### src/rtl/cam_stream_tx_if.sv
// Parallel camera bus plus the pixel-FIFO read port driven by the transmitter.
interface cam_stream_tx_if;
  logic [15:0] pix_q;
  logic        pix_empty;
  logic        pix_rdreq;
  logic        VSYNC_cam;
  logic        HREF_cam;
  logic [7:0]  data_cam;

  modport master (input pix_q, pix_empty, output pix_rdreq, VSYNC_cam, HREF_cam, data_cam);
  modport slave  (output pix_q, pix_empty, input pix_rdreq, VSYNC_cam, HREF_cam, data_cam);
endinterface

### src/rtl/cam_stream_tx.sv
// Camera emulator: streams RGB565 pixels (FIFO or colour bars) as OV7670-style
// VSYNC/HREF framing, high byte first.
module cam_stream_tx #(
  parameter int unsigned H_ACTIVE    = 640,
  parameter int unsigned V_ACTIVE    = 480,
  parameter int unsigned H_BLANK     = 144,
  parameter int unsigned VSYNC_LINES = 3,
  parameter int unsigned V_BP_LINES  = 17,
  parameter int unsigned V_FP_LINES  = 10
) (
  input  logic             PCLK_cam,
  input  logic             rst_n,
  input  logic             en,
  input  logic             pattern_en,
  cam_stream_tx_if.master  vif,
  output logic             frame_done,
  output logic             underrun
);

  localparam int unsigned LINE_LEN  = 2 * H_ACTIVE + H_BLANK;
  localparam int unsigned ACT_BYTES = 2 * H_ACTIVE;
  localparam int unsigned BAR_W     = H_ACTIVE / 8;
  localparam int unsigned H_W       = $clog2(LINE_LEN);
  localparam int unsigned V_W       = $clog2(VSYNC_LINES + V_BP_LINES + V_ACTIVE + V_FP_LINES + 1);
  localparam int unsigned B_W       = $clog2(BAR_W + 1);

  typedef enum logic [2:0] {ST_IDLE, ST_VSYNC, ST_VBP, ST_ACTIVE, ST_VFP} state_t;

  state_t           state_q, state_d;
  logic [H_W-1:0]   h_q, h_d;
  logic [V_W-1:0]   v_q, v_d;
  logic             pat_q, pat_d;
  logic             req_due_q, req_due_d;
  logic             got_q, got_d;
  logic [15:0]      hold_q, hold_d;
  logic [B_W-1:0]   bar_cnt_q, bar_cnt_d;
  logic [2:0]       bar_idx_q, bar_idx_d;
  logic             vsync_d, href_d, frame_done_d, underrun_d;
  logic [7:0]       data_d;
  logic [V_W-1:0]   state_lines;
  logic             line_end, last_line, enter_vsync, line_start_req, in_line_req;
  logic [15:0]      bar_color, pix_word;

  // A request is gated by the FIFO's empty flag in the same cycle.
  assign vif.pix_rdreq = req_due_q & ~vif.pix_empty;

  // Next-state, counters and next output values.
  always_comb begin
    state_d        = state_q;
    h_d            = h_q;
    v_d            = v_q;
    pat_d          = pat_q;
    hold_d         = hold_q;
    bar_cnt_d      = bar_cnt_q;
    bar_idx_d      = bar_idx_q;
    data_d         = 8'h00;
    bar_color      = 16'h0000;
    state_lines    = V_W'(1);

    case (state_q)
      ST_VSYNC:  state_lines = V_W'(VSYNC_LINES);
      ST_VBP:    state_lines = V_W'(V_BP_LINES);
      ST_ACTIVE: state_lines = V_W'(V_ACTIVE);
      ST_VFP:    state_lines = V_W'(V_FP_LINES);
      default:   state_lines = V_W'(1);
    endcase
    line_end  = (h_q == H_W'(LINE_LEN - 1));
    last_line = (v_q == state_lines - V_W'(1));

    if (state_q == ST_IDLE) begin
      if (en) begin
        state_d = ST_VSYNC;
        h_d     = '0;
        v_d     = '0;
      end
    end else begin
      h_d = line_end ? '0 : h_q + H_W'(1);
      if (line_end) begin
        if (last_line) begin
          v_d = '0;
          case (state_q)
            ST_VSYNC:  state_d = ST_VBP;
            ST_VBP:    state_d = ST_ACTIVE;
            ST_ACTIVE: state_d = ST_VFP;
            default:   state_d = en ? ST_VSYNC : ST_IDLE;
          endcase
        end else begin
          v_d = v_q + V_W'(1);
        end
      end
    end

    enter_vsync = (state_d == ST_VSYNC) && (state_q != ST_VSYNC);
    if (enter_vsync) pat_d = pattern_en;

    vsync_d      = (state_d == ST_VSYNC);
    href_d       = (state_d == ST_ACTIVE) && (h_d < H_W'(ACT_BYTES));
    frame_done_d = (state_d == ST_VFP) && (h_d == H_W'(LINE_LEN - 1)) &&
                   (v_d == V_W'(V_FP_LINES - 1));

    // Requests lead the high byte by two cycles, so the first one of a line
    // falls in the last blank slots of the previous line.
    line_start_req = (h_d == H_W'(LINE_LEN - 2)) &&
                     (((state_d == ST_VBP) && (v_d == V_W'(V_BP_LINES - 1))) ||
                      ((state_d == ST_ACTIVE) && (v_d != V_W'(V_ACTIVE - 1))));
    in_line_req    = (state_d == ST_ACTIVE) && !h_d[0] && (h_d < H_W'(ACT_BYTES - 2));
    req_due_d      = !pat_q && (line_start_req || in_line_req);
    got_d          = vif.pix_rdreq;
    underrun_d     = enter_vsync ? 1'b0 : (underrun | (req_due_q & vif.pix_empty));

    case (bar_idx_q)
      3'd0: bar_color = 16'hFFFF;
      3'd1: bar_color = 16'hFFE0;
      3'd2: bar_color = 16'h07FF;
      3'd3: bar_color = 16'h07E0;
      3'd4: bar_color = 16'hF81F;
      3'd5: bar_color = 16'hF800;
      3'd6: bar_color = 16'h001F;
      default: bar_color = 16'h0000;
    endcase
    pix_word = pat_q ? bar_color : (got_q ? vif.pix_q : 16'h0000);

    if (href_d) begin
      if (!h_d[0]) begin
        data_d = pix_word[15:8];
        hold_d = pix_word;
      end else begin
        data_d = hold_q[7:0];
        if (bar_cnt_q == B_W'(BAR_W - 1)) begin
          bar_cnt_d = '0;
          bar_idx_d = bar_idx_q + 3'd1;
        end else begin
          bar_cnt_d = bar_cnt_q + B_W'(1);
        end
      end
    end else begin
      bar_cnt_d = '0;
      bar_idx_d = '0;
    end
  end

  // State, counters and registered outputs.
  always_ff @(posedge PCLK_cam or negedge rst_n) begin
    if (!rst_n) begin
      state_q       <= ST_IDLE;
      h_q           <= '0;
      v_q           <= '0;
      pat_q         <= 1'b0;
      req_due_q     <= 1'b0;
      got_q         <= 1'b0;
      hold_q        <= 16'h0000;
      bar_cnt_q     <= '0;
      bar_idx_q     <= '0;
      vif.VSYNC_cam <= 1'b0;
      vif.HREF_cam  <= 1'b0;
      vif.data_cam  <= 8'h00;
      frame_done    <= 1'b0;
      underrun      <= 1'b0;
    end else begin
      state_q       <= state_d;
      h_q           <= h_d;
      v_q           <= v_d;
      pat_q         <= pat_d;
      req_due_q     <= req_due_d;
      got_q         <= got_d;
      hold_q        <= hold_d;
      bar_cnt_q     <= bar_cnt_d;
      bar_idx_q     <= bar_idx_d;
      vif.VSYNC_cam <= vsync_d;
      vif.HREF_cam  <= href_d;
      vif.data_cam  <= data_d;
      frame_done    <= frame_done_d;
      underrun      <= underrun_d;
    end
  end

endmodule

### src/flat_wrapper.sv
// flat-port wrapper written by rule: the top's interface ports become plain ports
module cam_stream_tx_flat 
#(
  parameter int unsigned H_ACTIVE    = 640,
  parameter int unsigned V_ACTIVE    = 480,
  parameter int unsigned H_BLANK     = 144,
  parameter int unsigned VSYNC_LINES = 3,
  parameter int unsigned V_BP_LINES  = 17,
  parameter int unsigned V_FP_LINES  = 10
)
  (PCLK_cam, rst_n, en, pattern_en, frame_done, underrun, vif_pix_q, vif_pix_empty, vif_pix_rdreq, vif_VSYNC_cam, vif_HREF_cam, vif_data_cam);
  cam_stream_tx_if vif_i ();
  input  logic PCLK_cam;
  input  logic rst_n;
  input  logic en;
  input  logic pattern_en;
  output logic frame_done;
  output logic underrun;
  input wire logic [$bits(vif_i.pix_q)-1:0] vif_pix_q;
  input wire logic [$bits(vif_i.pix_empty)-1:0] vif_pix_empty;
  output wire logic [$bits(vif_i.pix_rdreq)-1:0] vif_pix_rdreq;
  output wire logic [$bits(vif_i.VSYNC_cam)-1:0] vif_VSYNC_cam;
  output wire logic [$bits(vif_i.HREF_cam)-1:0] vif_HREF_cam;
  output wire logic [$bits(vif_i.data_cam)-1:0] vif_data_cam;
  assign vif_i.pix_q = vif_pix_q;
  assign vif_i.pix_empty = vif_pix_empty;
  assign vif_pix_rdreq = vif_i.pix_rdreq;
  assign vif_VSYNC_cam = vif_i.VSYNC_cam;
  assign vif_HREF_cam = vif_i.HREF_cam;
  assign vif_data_cam = vif_i.data_cam;
  cam_stream_tx #(.H_ACTIVE(H_ACTIVE), .V_ACTIVE(V_ACTIVE), .H_BLANK(H_BLANK), .VSYNC_LINES(VSYNC_LINES), .V_BP_LINES(V_BP_LINES), .V_FP_LINES(V_FP_LINES)) u_core (.PCLK_cam(PCLK_cam), .rst_n(rst_n), .en(en), .pattern_en(pattern_en), .vif(vif_i), .frame_done(frame_done), .underrun(underrun));
endmodule
### config.mk
export PLATFORM = sky130hd
export DESIGN_NAME = cam_stream_tx_flat
export DESIGN_NICKNAME = d
export VERILOG_FILES = /design/src/rtl/cam_stream_tx_if.sv /design/src/rtl/cam_stream_tx.sv /design/src/flat_wrapper.sv
export SDC_FILE = /design/constraint.sdc
export NUM_CORES = 1
export LEC_CHECK = 0
export ABC_AREA = 1
export BUFFER_PORTS_ARGS = -buffer_cell sky130_fd_sc_hd__buf_2
export CELL_PAD_IN_SITES_DETAIL_PLACEMENT = 1
export CELL_PAD_IN_SITES_GLOBAL_PLACEMENT = 1
export CORE_MARGIN = 3
export CORE_UTILIZATION = 47
export CTS_CLUSTER_DIAMETER = 60
export CTS_CLUSTER_SIZE = 28
export DETAILED_ROUTE_END_ITERATION = 10
export PLACE_DENSITY_LB_ADDON = 0.1
export REMOVE_ABC_BUFFERS = 1
export SLEW_MARGIN = 30
export SYNTH_ARGS = -nofsm -noshare
export SYNTH_HDL_FRONTEND = slang
export SYNTH_SLANG_ARGS = --single-unit
### constraint.sdc
create_clock -name PCLK_cam -period 4.7 [get_ports PCLK_cam]
set_input_delay 0.47 -clock PCLK_cam [delete_from_list [all_inputs] [get_ports PCLK_cam]]
set_output_delay 0.47 -clock PCLK_cam [all_outputs]
set_load 0.05 [all_outputs]
**After elaboration in Yosys (flattened, before gate mapping)**

Index checks and enable logic that the tools add are counted.

- Eq/ne operators: 25
- Shift operators: 0
- Magnitude comparators: 2
- $add $sub $neg: 5
- Bitwise logic cells: 5
- Reduce and logical (&&, ||, !) cells: 18
- Multiplexer cells: 26
- Multipliers: 0
- Div/mod/pow operators: 0

Operator list:

| cell | count |
|---|---|
| case mux 16 bit (7 select lines) | 1 |
| two-way mux 9 bit | 4 |
| case mux 9 bit (4 select lines) | 1 |
| == test 11 bit (second input constant) | 3 |
| two-way mux 11 bit | 3 |
| two-way mux 16 bit | 2 |
| less-than comparator 11 bit (second input constant) | 2 |
| two-way mux 3 bit | 7 |
| two-way mux 7 bit | 3 |
| == test 3 x 2 -> 1 bit (second input constant) | 6 |
| two-way mux 8 bit | 2 |
| == test 3 bit (second input constant) | 5 |
| adder 11 x 1 -> 11 bit (second input constant) | 1 |
| logical AND 1 bit | 10 |
| adder 9 x 1 -> 9 bit (second input constant) | 1 |
| == test 3 x 1 -> 1 bit (second input constant) | 3 |
| == test 9 x 4 -> 1 bit (second input constant) | 1 |
| == test 9 x 5 -> 1 bit (second input constant) | 1 |
| == test 9 bit | 1 |
| inequality test 9 bit (second input constant) | 1 |
| case mux 3 bit (3 select lines) | 1 |
| subtractor 9 x 1 -> 9 bit (second input constant) | 1 |
| adder 7 x 1 -> 7 bit (second input constant) | 1 |
| == test 7 bit (second input constant) | 1 |
| 12 further kinds | 19 |

- Bits in latches: 0
- Logic and storage cells: 95
- Output and inout port bits: 13
- RAM bits: 0
- Memories kept: 0
- Memory bits (read-only): 0
- Register bits after elaboration: 56
- Bits of input ports: 21

**Logic depth before layout (Yosys ltp)**

Gate-level depths: netlist of run 1.

- Depth in word-level cells: 13
- Mapped depth: 20
- Mapped depth without buffers: 18

**Worst setup path before layout of run 1**

Ideal clock, no wire load.

- Path type: register to register
- Start: register u_core.state_q[1]
- End: register u_core.bar_cnt_q[5]
- Cell stages (with the launch flop): 21
- Period minus slack after synthesis: 2.536 ns
- Arrival time: 2.440 ns
- Setup slack: 2.164 ns
- Library setup time: 0.095 ns
- Cells stage by stage: dfrtp_1 -> buf_6 -> nor2_4 -> nand2_1 -> ha_1 -> nand2_1 -> nand2_1 -> nor2_1 -> nand3_1 -> nor2_4 -> nand4_4 -> nand2_2 -> inv_2 -> nor2_8 -> nand2_4 -> nor2_4 -> nand2_4 -> nor2_8 -> buf_6 -> nand2_1 -> o31ai_1

- Cells in the longest elaborated chain, start to end: 10
- Elaborated cells on any way between the ends: 19

Ends and longest elaborated chain:

| item | RTL line | text |
|---|---|---|
| start, declared | cam_stream_tx.sv:29 | `state_t state_q, state_d;` |
| start signal, assigned | cam_stream_tx.sv:160 | `state_q <= state_d;` |
| == test 3 bit, or another cell as far along | cam_stream_tx.sv:60 | `case (state_q)` |
| case mux 9 bit (4 select lines) | cam_stream_tx.sv:60 |  |
| subtractor 9 x 1 -> 9 bit | cam_stream_tx.sv:68 | `last_line = (v_q == state_lines - V_W'(1));` |
| == test 9 bit | cam_stream_tx.sv:68 |  |
| two-way mux 3 bit | cam_stream_tx.sv:79 | `if (last_line) begin` |
| two-way mux 3 bit | cam_stream_tx.sv:78 | `if (line_end) begin` |
| two-way mux 3 bit * | cam_stream_tx.sv:70 | `if (state_q == ST_IDLE) begin` |
| net u_core.state_d[1] | cam_stream_tx.sv:29 |  |
| == test 3 x 2 -> 1 bit * | cam_stream_tx.sv:97 | `href_d = (state_d == ST_ACTIVE) && (h_d < H_W'(ACT_BYTES));` |
| logical AND 1 bit * | cam_stream_tx.sv:97 |  |
| inequality test 2 x 1 -> 1 bit (no source line) / two-way mux 7 bit (equally long branches) | n/a |  |
| end signal, assigned | cam_stream_tx.sv:167 | `bar_cnt_q <= bar_cnt_d;` |
| end, declared | cam_stream_tx.sv:36 | `logic [B_W-1:0] bar_cnt_q, bar_cnt_d;` |

Mark *: on every way through the listed nets, which the timed path passes. The rest lies on a longest branch.
A chain may end at the register's enable or synchronous reset.

**Worst setup path after layout of run 1**

- Start: register u_core.state_q[1]
- End: register u_core.bar_cnt_q[5]

- Cells in the longest elaborated chain, start to end: 10
- Elaborated cells on any way between the ends: 19

Ends and longest elaborated chain:

| item | RTL line |
|---|---|
| == test 3 bit, or another cell as far along | cam_stream_tx.sv:60 |
| case mux 9 bit (4 select lines) | cam_stream_tx.sv:60 |
| subtractor 9 x 1 -> 9 bit | cam_stream_tx.sv:68 |
| == test 9 bit | cam_stream_tx.sv:68 |
| two-way mux 3 bit | cam_stream_tx.sv:79 |
| two-way mux 3 bit | cam_stream_tx.sv:78 |
| two-way mux 3 bit | cam_stream_tx.sv:70 |
| == test 3 x 2 -> 1 bit | cam_stream_tx.sv:97 |
| logical AND 1 bit | cam_stream_tx.sv:97 |
| inequality test 2 x 1 -> 1 bit (no source line) / two-way mux 7 bit (equally long branches) | n/a |

Several ways; a longest one is shown, not always the timed one.

==> impl_metrics.env, run 1 <==
export IMPL_antenna_cells=0
export IMPL_grt_max_degree=57
export IMPL_grt_overflow=0
export IMPL_fin_crit_ps=3130
export IMPL_p_per_area_nw_per_um2=331
export IMPL_place_gp_congestion=0.819
export IMPL_ys_ff_latch=56
export IMPL_final_common_cell="nand2_1"
export IMPL_rows=31
export IMPL_internal_power_uw=745
export IMPL_cts_hold_buffers=0
export IMPL_clock_sinks=56
export IMPL_endpoint_kind="flop"
export IMPL_hpwlAfterDp_um=7390
export IMPL_clk_latency_ps=320
export IMPL_antenna_found_initial=0
export IMPL_grtUsageTotal=0.242
export IMPL_root_buffer="clkbuf_8"
export IMPL_place_inst=625
export IMPL_wl_per_cell_um=15.6
export IMPL_detail_route_iter0_violations=184
export IMPL_tightest_slew_ps=759
export IMPL_async_reset_ff_frac=1.00
export IMPL_slew_headroom=0.494
export IMPL_drive_above_1_share=0.131
export IMPL_clock_path_buffers=2
export IMPL_synthDistinctLibCells=35
export IMPL_final_hold_viol_count=0
export IMPL_syn_inst=503
export IMPL_postCtsSetupBuffers=0
export IMPL_ys_seq_area_frac=0.390
export IMPL_rsz0062_at_grt="no"
export IMPL_port_buffers=33
export IMPL_grt_pass1_vias=3465
export IMPL_initial_core_util=0.490
export IMPL_fmax_mhz=320
export IMPL_cts_inserted_buffers=5
export IMPL_ys_warn_count=0
export IMPL_syn_to_final_growth_pct=8.88
export IMPL_finalPower_uw=1300
export IMPL_critical_path_class="flop to flop"
export IMPL_cts_tree="done"
export IMPL_syn_area_um2=3590
export IMPL_setup_ws_ps=1570
export IMPL_first_pass_iters=4
export IMPL_path_common_cell="nand2_1"
export IMPL_dieWidth_um=93.4
export IMPL_drv_cap=0
export IMPL_routed_wl_um=9880
export IMPL_core_um2=7330
export IMPL_fin_crit_sh=0.665
export IMPL_path_cells="nand2_1 -> nor2_1 -> ha_1 -> nand2_1 -> nand2_1 -> nor2_1 -> nand3_1 -> nor2_4 -> nand4_4 -> nand2_1 -> o21ai_1 -> nand2_1 -> nand2_1 -> nor2_4 -> nand2_4 -> nor2_8 -> nand2_1 -> o31ai_1"
export IMPL_postRouteAntennaNets=0
export IMPL_p_seq_frac=0.422
export IMPL_report_final_slew_viol_count=0
export IMPL_layout_nets=563
export IMPL_netSwitchingPower_uw=551
export IMPL_synth_flop_cell="dfrtp_1"
export IMPL_p_leak_uw=0.00196
export IMPL_routed_via_density=5.31
export IMPL_critical_path_max_fanout=21
export IMPL_finalSetupTns_ps=0
export IMPL_synth_area_per_cell_um2=7.14
export IMPL_vias=3362
export IMPL_worst_setup_path_start_kind="flop"
export IMPL_cts_resized=0
export IMPL_place_ws_ps=1580
export IMPL_status="finished, final reports clean"
export IMPL_die_area_um2=8730
export IMPL_clock_skew_ps=9.63
export IMPL_hp_class="input port to async pin"
export IMPL_startpoint="u_core.state_q[1]"
export IMPL_pwr_share_clk=0.223
export IMPL_cp_required_ps=4920
export IMPL_r2r_start="u_core.state_q[1]"
export IMPL_remaining_drc_errors=0
export IMPL_final_core_util=0.534
export IMPL_swShare=0.425
export IMPL_layoutNonFillerInstCount=633
export IMPL_synth_edf_count=0
export IMPL_irDropWorstVdd_v=0.000130
export IMPL_die_h_um=93.4
export IMPL_layout_common_cells="nand2_1, inv_1, nand3_1, dfrtp_1, nor2_1"
export IMPL_num_io_pins=34
export IMPL_grt_pass1_wl_um=16800
export IMPL_critPathMaxStageDelay_ps=530
export IMPL_clk_pin_slew_ps=100
export IMPL_combinationalPowerShare=0.355
export IMPL_cts_max_level=2
export IMPL_finalSetupViolations=0
export IMPL_critPathSlowestCell="dfrtp_1"
export IMPL_critPathArrivalTime_ps=3350
[layer usage]
metal	share of wire	vias up	GRT usage
li1	-	1679	-
met3	0.023	6	0.0298
met1	0.45	1632	0.315
met4	0.0066	0	0.0427
met5	0	-	0
met2	0.52	45	0.435
[critical path, delay by kind of cell (launching register included)]
family | cells | cell delay [ps]
flip-flops | 1 | 530
adder cells (fa/ha/maj) | 1 | 290
AO/OA/AOI/OAI | 2 | 140
AND/OR/NAND/NOR | 15 | 2050
[power groups by stage]
stage	sequential [uW]	combinational, uW	clock (uW)
2_1_floorplan	562	307	0
3_3_place_gp	551	444	0
3_5_place_dp	556	457	0
4_1_cts	546	459	296
5_1_grt	553	520	320
6_report	547	461	289
[kinds of logic (layout without fill, tap and decap cells)]
kind of cell,count (synthesis),in the layout,synth area share
buffers and inverters,75,106,0.0877
XOR/XNOR,6,6,0.0146
AND/OR/NAND/NOR,296,296,0.381
adder cells (fa/ha/maj),9,9,0.0313
flip-flops,56,56,0.390
AO/OA/AOI/OAI,61,61,0.0951
[sequential cells by signal (all words and copies together) (netlist names)]
signal / count
u_core.req_due_q: 1
u_core.vif.HREF_cam: 1
u_core.underrun: 1
u_core.bar_cnt_q: 7
u_core.frame_done: 1
u_core.got_q: 1
u_core.hold_q: 8
u_core.vif.data_cam: 8
u_core.state_q: 3
u_core.pat_q: 1
u_core.vif.VSYNC_cam: 1
u_core.h_q: 11
u_core.bar_idx_q: 3
u_core.v_q: 9
[cell usage after synthesis, types with 4 or more instances]
cell type / number / area [um^2]
a211oi_1: 5 / 37.5
a21oi_1: 16 / 80.1
clkbuf_1: 4 / 15.0
dfrtp_1: 56 / 1400
ha_1: 9 / 113
inv_1: 57 / 214
inv_2: 5 / 18.8
nand2_1: 148 / 556
nand3_1: 56 / 280
nand4_1: 12 / 75.1
nor2_1: 52 / 195
nor2_4: 5 / 56.3
o21ai_0: 26 / 130
o21ai_1: 6 / 30.0
xor2_1: 4 / 35.0
[layout make-up]
| class | count | area (um^2) |
|---|---|---|
| Clock inverter | 1 | 7.51 |
| Clock buffer | 7 | 86.3 |
| Sequential cell | 56 | 1400 |
| Fill cell | 977 | 3420 |
| Inverter | 63 | 236 |
| Timing Repair Buffer | 35 | 180 |
| Multi-Input combinational cell | 372 | 1880 |
| Tap cell | 99 | 124 |
[metrics by stage]
stage               instance area [um^2]  hold slack (ps)
CTS                                 3910              306
global route                        3910              314
floorplan                           3510              174
detailed placement                  3820              502
global placement                    3820              483
finish                              3910              279
[final timing paths]
kind                                       end  slack (ps)  cells past startpoint
hold / removal                   u_core.v_q[5]         280                      2
setup reg to reg           u_core.bar_cnt_q[5]        1570                     18
hold reg to reg               u_core.hold_q[0]         520                      2
min in group PCLK_cam             u_core.got_q         320                      2
max in group asynchronous  u_core.bar_idx_q[0]        3900                      2
setup / recovery           u_core.bar_cnt_q[5]        1570                     18
No activity file was read; power rests on OpenSTA's default activity.
==> inputs of run 2 (changes only) <==
--- a/config.mk
+++ b/config.mk
@@ -5,12 +5,12 @@
 export SDC_FILE = /design/constraint.sdc
 export NUM_CORES = 1
 export LEC_CHECK = 0
-export ABC_AREA = 1
+export ABC_AREA = 0
 export BUFFER_PORTS_ARGS = -buffer_cell sky130_fd_sc_hd__buf_2
 export CELL_PAD_IN_SITES_DETAIL_PLACEMENT = 1
 export CELL_PAD_IN_SITES_GLOBAL_PLACEMENT = 1
 export CORE_MARGIN = 3
-export CORE_UTILIZATION = 47
+export CORE_UTILIZATION = 45
 export CTS_CLUSTER_DIAMETER = 60
 export CTS_CLUSTER_SIZE = 28
 export DETAILED_ROUTE_END_ITERATION = 10
==> constraint.sdc (replaced) <==
create_clock -name PCLK_cam -period 3.2 [get_ports PCLK_cam]
set_input_delay 0.32 -clock PCLK_cam [delete_from_list [all_inputs] [get_ports PCLK_cam]]
set_output_delay 0.32 -clock PCLK_cam [all_outputs]
set_load 0.05 [all_outputs]
==> impl_metrics.env, run 2 <==
export IMPL_status="complete, but fails checks"
export IMPL_violations="negative setup slack"
export IMPL_drive_above_1_share=0.271
export IMPL_syn_area_um2=3170
export IMPL_grt_max_degree=35
export IMPL_detail_route_iter0_violations=114
export IMPL_cp_top_family="compound AO/OA/AOI/OAI gates"
export IMPL_irDropWorstVdd_v=0.000298
export IMPL_ys_warn_count=0
export IMPL_rsz0062_at_grt="yes"
export IMPL_clk_pin_slew_ps=110
export IMPL_root_buffer="clkbuf_8"
export IMPL_hp_start="vif_pix_empty"
export IMPL_die_h_um=90.0
export IMPL_fin_crit_ps=3250
export IMPL_worst_setup_path_start_kind="flop"
export IMPL_hold_depth=2
export IMPL_clock_sinks=56
export IMPL_antenna_cells=0
export IMPL_synth_flop_cell="dfrtp_1"
export IMPL_synth_edf_count=0
export IMPL_routed_wl_um=9220
export IMPL_reg2reg_to="u_core.pat_q"
export IMPL_drv_cap=0
export IMPL_clock_path_buffers=2
export IMPL_cts_tree="done"
export IMPL_port_buffers=33
export IMPL_r2r_cells=9
export IMPL_setup_ws_ps=-51.8
export IMPL_reg_top3="u_core.h_q (11), u_core.v_q (9)"
export IMPL_synthTopCellsByArea="dfrtp_1, nor2_1, a21oi_1"
export IMPL_final_hold_viol_count=0
export IMPL_tightest_slew_ps=535
export IMPL_p_per_area_nw_per_um2=291
export IMPL_routed_via_density=5.71
export IMPL_antenna_found_initial=0
export IMPL_rows=29
export IMPL_syn_to_final_growth_pct=24.7
export IMPL_syn_inst=348
export IMPL_place_gp_congestion=0.832
export IMPL_critPathMaxStageDelay_ps=480
export IMPL_final_common_cell="dfrtp_1"
export IMPL_ys_seq_area_frac=0.442
export IMPL_layoutNonFillerInstCount=518
export IMPL_path_common_cell="mux2_4"
export IMPL_ys_ff_latch=56
export IMPL_report_final_slew_viol_count=0
export IMPL_clock_skew_ps=16.1
export IMPL_grt_pass1_vias=3056
export IMPL_synth_area_per_cell_um2=9.11
export IMPL_vias=2956
export IMPL_hpwlAfterDp_um=6590
export IMPL_slew_headroom=0.639
export IMPL_reg2reg_slack_ps=-50
export IMPL_fin_crit_sh=1.02
export IMPL_layout_nets=454
export IMPL_postRouteAntennaNets=0
export IMPL_core_um2=6600
export IMPL_place_ws_ps=-185
export IMPL_synth_most_common_cell="dfrtp_1"
export IMPL_finalSetupViolations=2
export IMPL_synth_commonest_cells="dfrtp_1, nor2_1, nand2_1"
export IMPL_cts_inserted_buffers=5
export IMPL_critical_path_class="flop to flop"
export IMPL_synth_top_cell_area_share=0.442
export IMPL_p_leak_uw=0.00179
export IMPL_seq_area_um2=1400
export IMPL_cts_max_level=2
export IMPL_num_io_pins=34
export IMPL_wl_per_cell_um=17.8
export IMPL_r2r_start="u_core.state_q[0]"
export IMPL_layout_common_cells="dfrtp_1, buf_4, nor2_1"
export IMPL_regMostFlops="u_core.h_q"
export IMPL_critical_path_max_fanout=6
export IMPL_endpoint_kind="flop"
export IMPL_fmax_mhz=308
export IMPL_n_fill_cell=811
export IMPL_path_cells="and3b_2 -> buf_6 -> or4_4 -> a2111o_1 -> a2111o_2 -> mux2_4 -> nor3_4 -> o21a_1 -> mux2_4"
export IMPL_place_inst=502
export IMPL_finalSetupTns_ps=-72.3
export IMPL_hp_class="input port to flop"
export IMPL_hold_end="u_core.got_q"
export IMPL_clk_latency_ps=320
export IMPL_die_area_um2=8090
export IMPL_grtUsageTotal=0.228
export IMPL_critPathSlowestCell="a2111o_2"
export IMPL_initial_core_util=0.480
export IMPL_async_reset_ff_frac=1.00
export IMPL_grt_pass1_wl_um=15200
export IMPL_remaining_drc_errors=0
export IMPL_synthDistinctLibCells=59
export IMPL_crit_buf_inv=1
export IMPL_critPathArrivalTime_ps=3470
export IMPL_cp_required_ps=3410
export IMPL_largest_reg_flops=11
export IMPL_grt_overflow=0
export IMPL_final_core_util=0.599
export IMPL_multi_input_area_um2=1730
export IMPL_dieWidth_um=90.0
export IMPL_synth_area_leader_cell="dfrtp_1"
export IMPL_first_pass_iters=4
[run 2: changes by cell type in the layout (fill, tap and decap cells not counted), sizes merged, moves of 7 or more]
cell / previous run / this run
nor3: 3 / 19
xnor2: 2 / 9
o21ai: 35 / 18
nand3: 59 / 12
a211oi: 5 / 12
nand2: 153 / 27
nor2: 62 / 44
nand4: 13 / 4
buf: 35 / 82
a21oi: 16 / 26
inv: 62 / 15
[run 2: final cells by class]
type | count | share of cell area
Tap cell | 93 | 0.0294
Inverter | 14 | 0.0133
Sequential cell | 56 | 0.354
Clock buffer | 5 | 0.0174
Multi-Input combinational cell | 264 | 0.437
Clock inverter | 3 | 0.00696
Timing Repair Buffer | 83 | 0.142
[run 2: per-layer routing]
| metal | share of wire | vias up | wire length (um) | GRT usage |
|---|---|---|---|---|
| li1 | - | 1409 | - | - |
| met1 | 0.48 | 1472 | 4420 | 0.322 |
| met2 | 0.47 | 64 | 4380 | 0.375 |
| met3 | 0.034 | 11 | 311 | 0.0351 |
| met4 | 0.011 | 0 | 106 | 0.0497 |
| met5 | 0 | - | 0 | 0 |
[run 2: logic make-up (layout without fill, tap and decap cells)]
family | count (synthesis) | count (layout) | share of synthesized area
multiplexers | 4 | 4 | 0.0146
XOR/XNOR | 13 | 13 | 0.0359
buffers and inverters | 28 | 105 | 0.0418
adder cells (fa/ha/maj) | 9 | 9 | 0.0355
flip-flops | 56 | 56 | 0.442
AO/OA/AOI/OAI | 86 | 86 | 0.181
AND/OR/NAND/NOR | 152 | 152 | 0.249
[run 2: through the flow]
step	power, uW	hold WS (ps)	cell area [um^2]
floorplan	722	24.4	3090
finish	1150	217	3960
CTS	1170	201	3880
detailed placement	752	329	3690
global route	1200	226	3960
global placement	751	325	3690
[run 2: timing repair]
item	4_1_cts	5_1_grt
pin swaps	5	7
hold endpoints to repair	22	0
gates cloned	0	1
endpoints found under the setup margin	13	21
setup buffers	4	2
hold buffers	1	0
resized for setup	12	16
[run 2: where the power goes]
group | switching (uW) | leakage [uW] | total (uW) | internal (uW)
sequential | 0 | 0.000715 | 707 | 707
clock | 254 | 0.0000463 | 415 | 161
combinational | 19.4 | 0.00103 | 29.9 | 10.4
total | 273 | 0.00179 | 1150 | 879
[run 2: how the worst max path moves through the flow]
stage | startpoint | endpoint | depth (start not counted)
after floorplan | u_core.state_q[2] | u_core.req_due_q | 11
after global placement | u_core.state_q[2] | u_core.pat_q | 10
after detailed placement | u_core.state_q[2] | u_core.pat_q | 10
after CTS | u_core.state_q[0] | u_core.pat_q | 9
after global routing | u_core.state_q[2] | u_core.pat_q | 10
final | u_core.state_q[0] | u_core.pat_q | 9
==> inputs of run 3 (changes only) <==
--- a/config.mk
+++ b/config.mk
@@ -9,7 +9,6 @@
 export BUFFER_PORTS_ARGS = -buffer_cell sky130_fd_sc_hd__buf_2
 export CELL_PAD_IN_SITES_DETAIL_PLACEMENT = 1
 export CELL_PAD_IN_SITES_GLOBAL_PLACEMENT = 1
-export CORE_MARGIN = 3
 export CORE_UTILIZATION = 45
 export CTS_CLUSTER_DIAMETER = 60
 export CTS_CLUSTER_SIZE = 28
==> constraint.sdc (replaced) <==
create_clock -name PCLK_cam -period 3.6 [get_ports PCLK_cam]
set_input_delay 0.36 -clock PCLK_cam [delete_from_list [all_inputs] [get_ports PCLK_cam]]
set_output_delay 0.36 -clock PCLK_cam [all_outputs]
set_load 0.05 [all_outputs]
==> impl_metrics.env, run 3 (synthesis results as in run 2) <==
export IMPL_port_buffers=33
export IMPL_path_cells="nor2b_2 -> nand2_1 -> ha_1 -> xnor2_1 -> or4b_2 -> a2111o_1 -> buf_4 -> nor2_1 -> a211oi_2 -> nor3_2 -> o21a_1 -> mux2_1"
export IMPL_vias=2777
export IMPL_cp_top_family="simple AND/OR/NAND/NOR gates"
export IMPL_cts_inserted_buffers=5
export IMPL_endpoint_kind="flop"
export IMPL_final_hold_viol_count=0
export IMPL_tightest_slew_ps=790
export IMPL_multi_input_area_um2=1660
export IMPL_routed_wl_um=9000
export IMPL_drv_cap=0
export IMPL_root_buffer="clkbuf_8"
export IMPL_clk_latency_ps=320
export IMPL_routed_via_density=5.67
export IMPL_final_core_util=0.534
export IMPL_die_area_um2=7390
export IMPL_p_leak_uw=0.00161
export IMPL_antenna_cells=0
export IMPL_cts_max_level=2
export IMPL_cts_hold_buffers=0
export IMPL_clock_sinks=56
export IMPL_critical_path_class="flop to flop"
export IMPL_place_gp_congestion=0.809
export IMPL_num_io_pins=34
export IMPL_worst_hold_slack_ps=114
export IMPL_grt_overflow=0
export IMPL_fin_crit_sh=0.984
export IMPL_critPathMaxStageDelay_ps=690
export IMPL_regMostFlops="u_core.h_q"
export IMPL_finalPower_uw=1020
export IMPL_critical_path_max_fanout=7
export IMPL_cts_tree="done"
export IMPL_irDropWorstVdd_v=0.000136
export IMPL_postRouteAntennaNets=0
export IMPL_crit_buf_inv=1
export IMPL_layout_common_cells="dfrtp_1, nor2_1, buf_2"
export IMPL_hpwlAfterDp_um=6350
export IMPL_drive_above_1_share=0.193
export IMPL_layout_nets=423
export IMPL_report_final_slew_viol_count=0
export IMPL_first_pass_iters=4
export IMPL_clock_skew_ps=8.31
export IMPL_n_fill_cell=808
export IMPL_grtUsageTotal=0.258
export IMPL_worst_setup_path_start_kind="flop"
export IMPL_syn_to_final_growth_pct=14.4
export IMPL_fmax_mhz=282
export IMPL_finalSetupTns_ps=0
export IMPL_dieWidth_um=86.0
export IMPL_antenna_found_initial=0
export IMPL_wl_per_cell_um=18.4
export IMPL_seq_area_um2=1400
export IMPL_initial_core_util=0.467
export IMPL_grt_max_degree=33
export IMPL_status="finished, final reports clean"
export IMPL_core_um2=6790
export IMPL_detail_route_iter0_violations=191
export IMPL_reg_top3="u_core.h_q (11), u_core.v_q (9)"
export IMPL_largest_reg_flops=11
export IMPL_p_per_area_nw_per_um2=280
export IMPL_cp_required_ps=3810
export IMPL_remaining_drc_errors=0
export IMPL_hp_class="input port to async pin"
export IMPL_grt_pass1_vias=2798
export IMPL_final_common_cell="dfrtp_1"
export IMPL_clock_path_buffers=2
export IMPL_die_h_um=86.0
export IMPL_clk_pin_slew_ps=110
export IMPL_fin_crit_ps=3540
export IMPL_finalSetupViolations=0
export IMPL_grt_pass1_wl_um=14700
export IMPL_slew_headroom=0.473
export IMPL_rows=30
export IMPL_critPathSlowestCell="or4b_2"
export IMPL_critPathArrivalTime_ps=3750
==> run 3: cell count changes in the layout (fill, tap and decap cells not counted), sizes merged <==
cell,delta
buf,-30
clkbuf,+1
dlygate4sd3,-1
inv,-1
==> run 3: routing by layer <==
layer	vias up	part of all wire	global-route usage
li1	1349	-	-
met1	1369	0.47	0.367
met2	53	0.49	0.421
met3	6	0.032	0.0337
met4	0	0.0071	0.0530
met5	-	0	0
==> run 3: worst reg2reg max path, stage by stage (launching register included) <==
cell and delay [ps]:
dfrtp_1 420, nor2b_2 170, nand2_1 90, ha_1 230
xnor2_1 150, or4b_2 690, a2111o_1 590, buf_4 200
nor2_1 150, a211oi_2 80, nor3_2 170, o21a_1 180
mux2_1 330
==> run 3: worst paths after layout <==
kind | startpoint | endpoint | slack [ps] | depth (start not counted)
min | rst_n | u_core.v_q[3] | 110 | 1
max in group asynchronous | rst_n | u_core.state_q[2] | 2640 | 2
min reg2reg | u_core.hold_q[4] | u_core.hold_q[4] | 530 | 2
max reg2reg | u_core.state_q[0] | u_core.pat_q | 60 | 12
max | u_core.state_q[0] | u_core.pat_q | 60 | 12
min in group PCLK_cam | vif_pix_empty | u_core.got_q | 250 | 2
==> run 3: timing repair <==
item,in CTS,in global routing
pin swaps,1,1
setup buffers,0,4
resized for setup,0,4
setup endpoints to repair,1,3
==> run 3: metrics by stage <==
| stage | cells | area, um^2 | setup WS (ps) |
|---|---|---|---|
| after floorplan | 334 | 3090 | -128 |
| after global placement | 478 | 3490 | 171 |
| after detailed placement | 478 | 3490 | 5.10 |
| after CTS | 486 | 3580 | 7.76 |
| after global routing | 490 | 3630 | -64.5 |
| final | 490 | 3630 | 57.2 |
==> run 3: cell type report <==
class	instances	area share
clock buffers	6	0.0200
well taps	96	0.0331
repair buffers	52	0.0848
clock inverters	2	0.00448
inverters	14	0.0145
flip-flops and latches	56	0.386
multi-input cells	264	0.457
==> run 3: where the power goes <==
group / switching (uW) / total (uW) / internal (uW)
Sequential: 0 / 629 / 629
Combinational: 18.2 / 26.8 / 8.61
Clock: 221 / 360 / 139
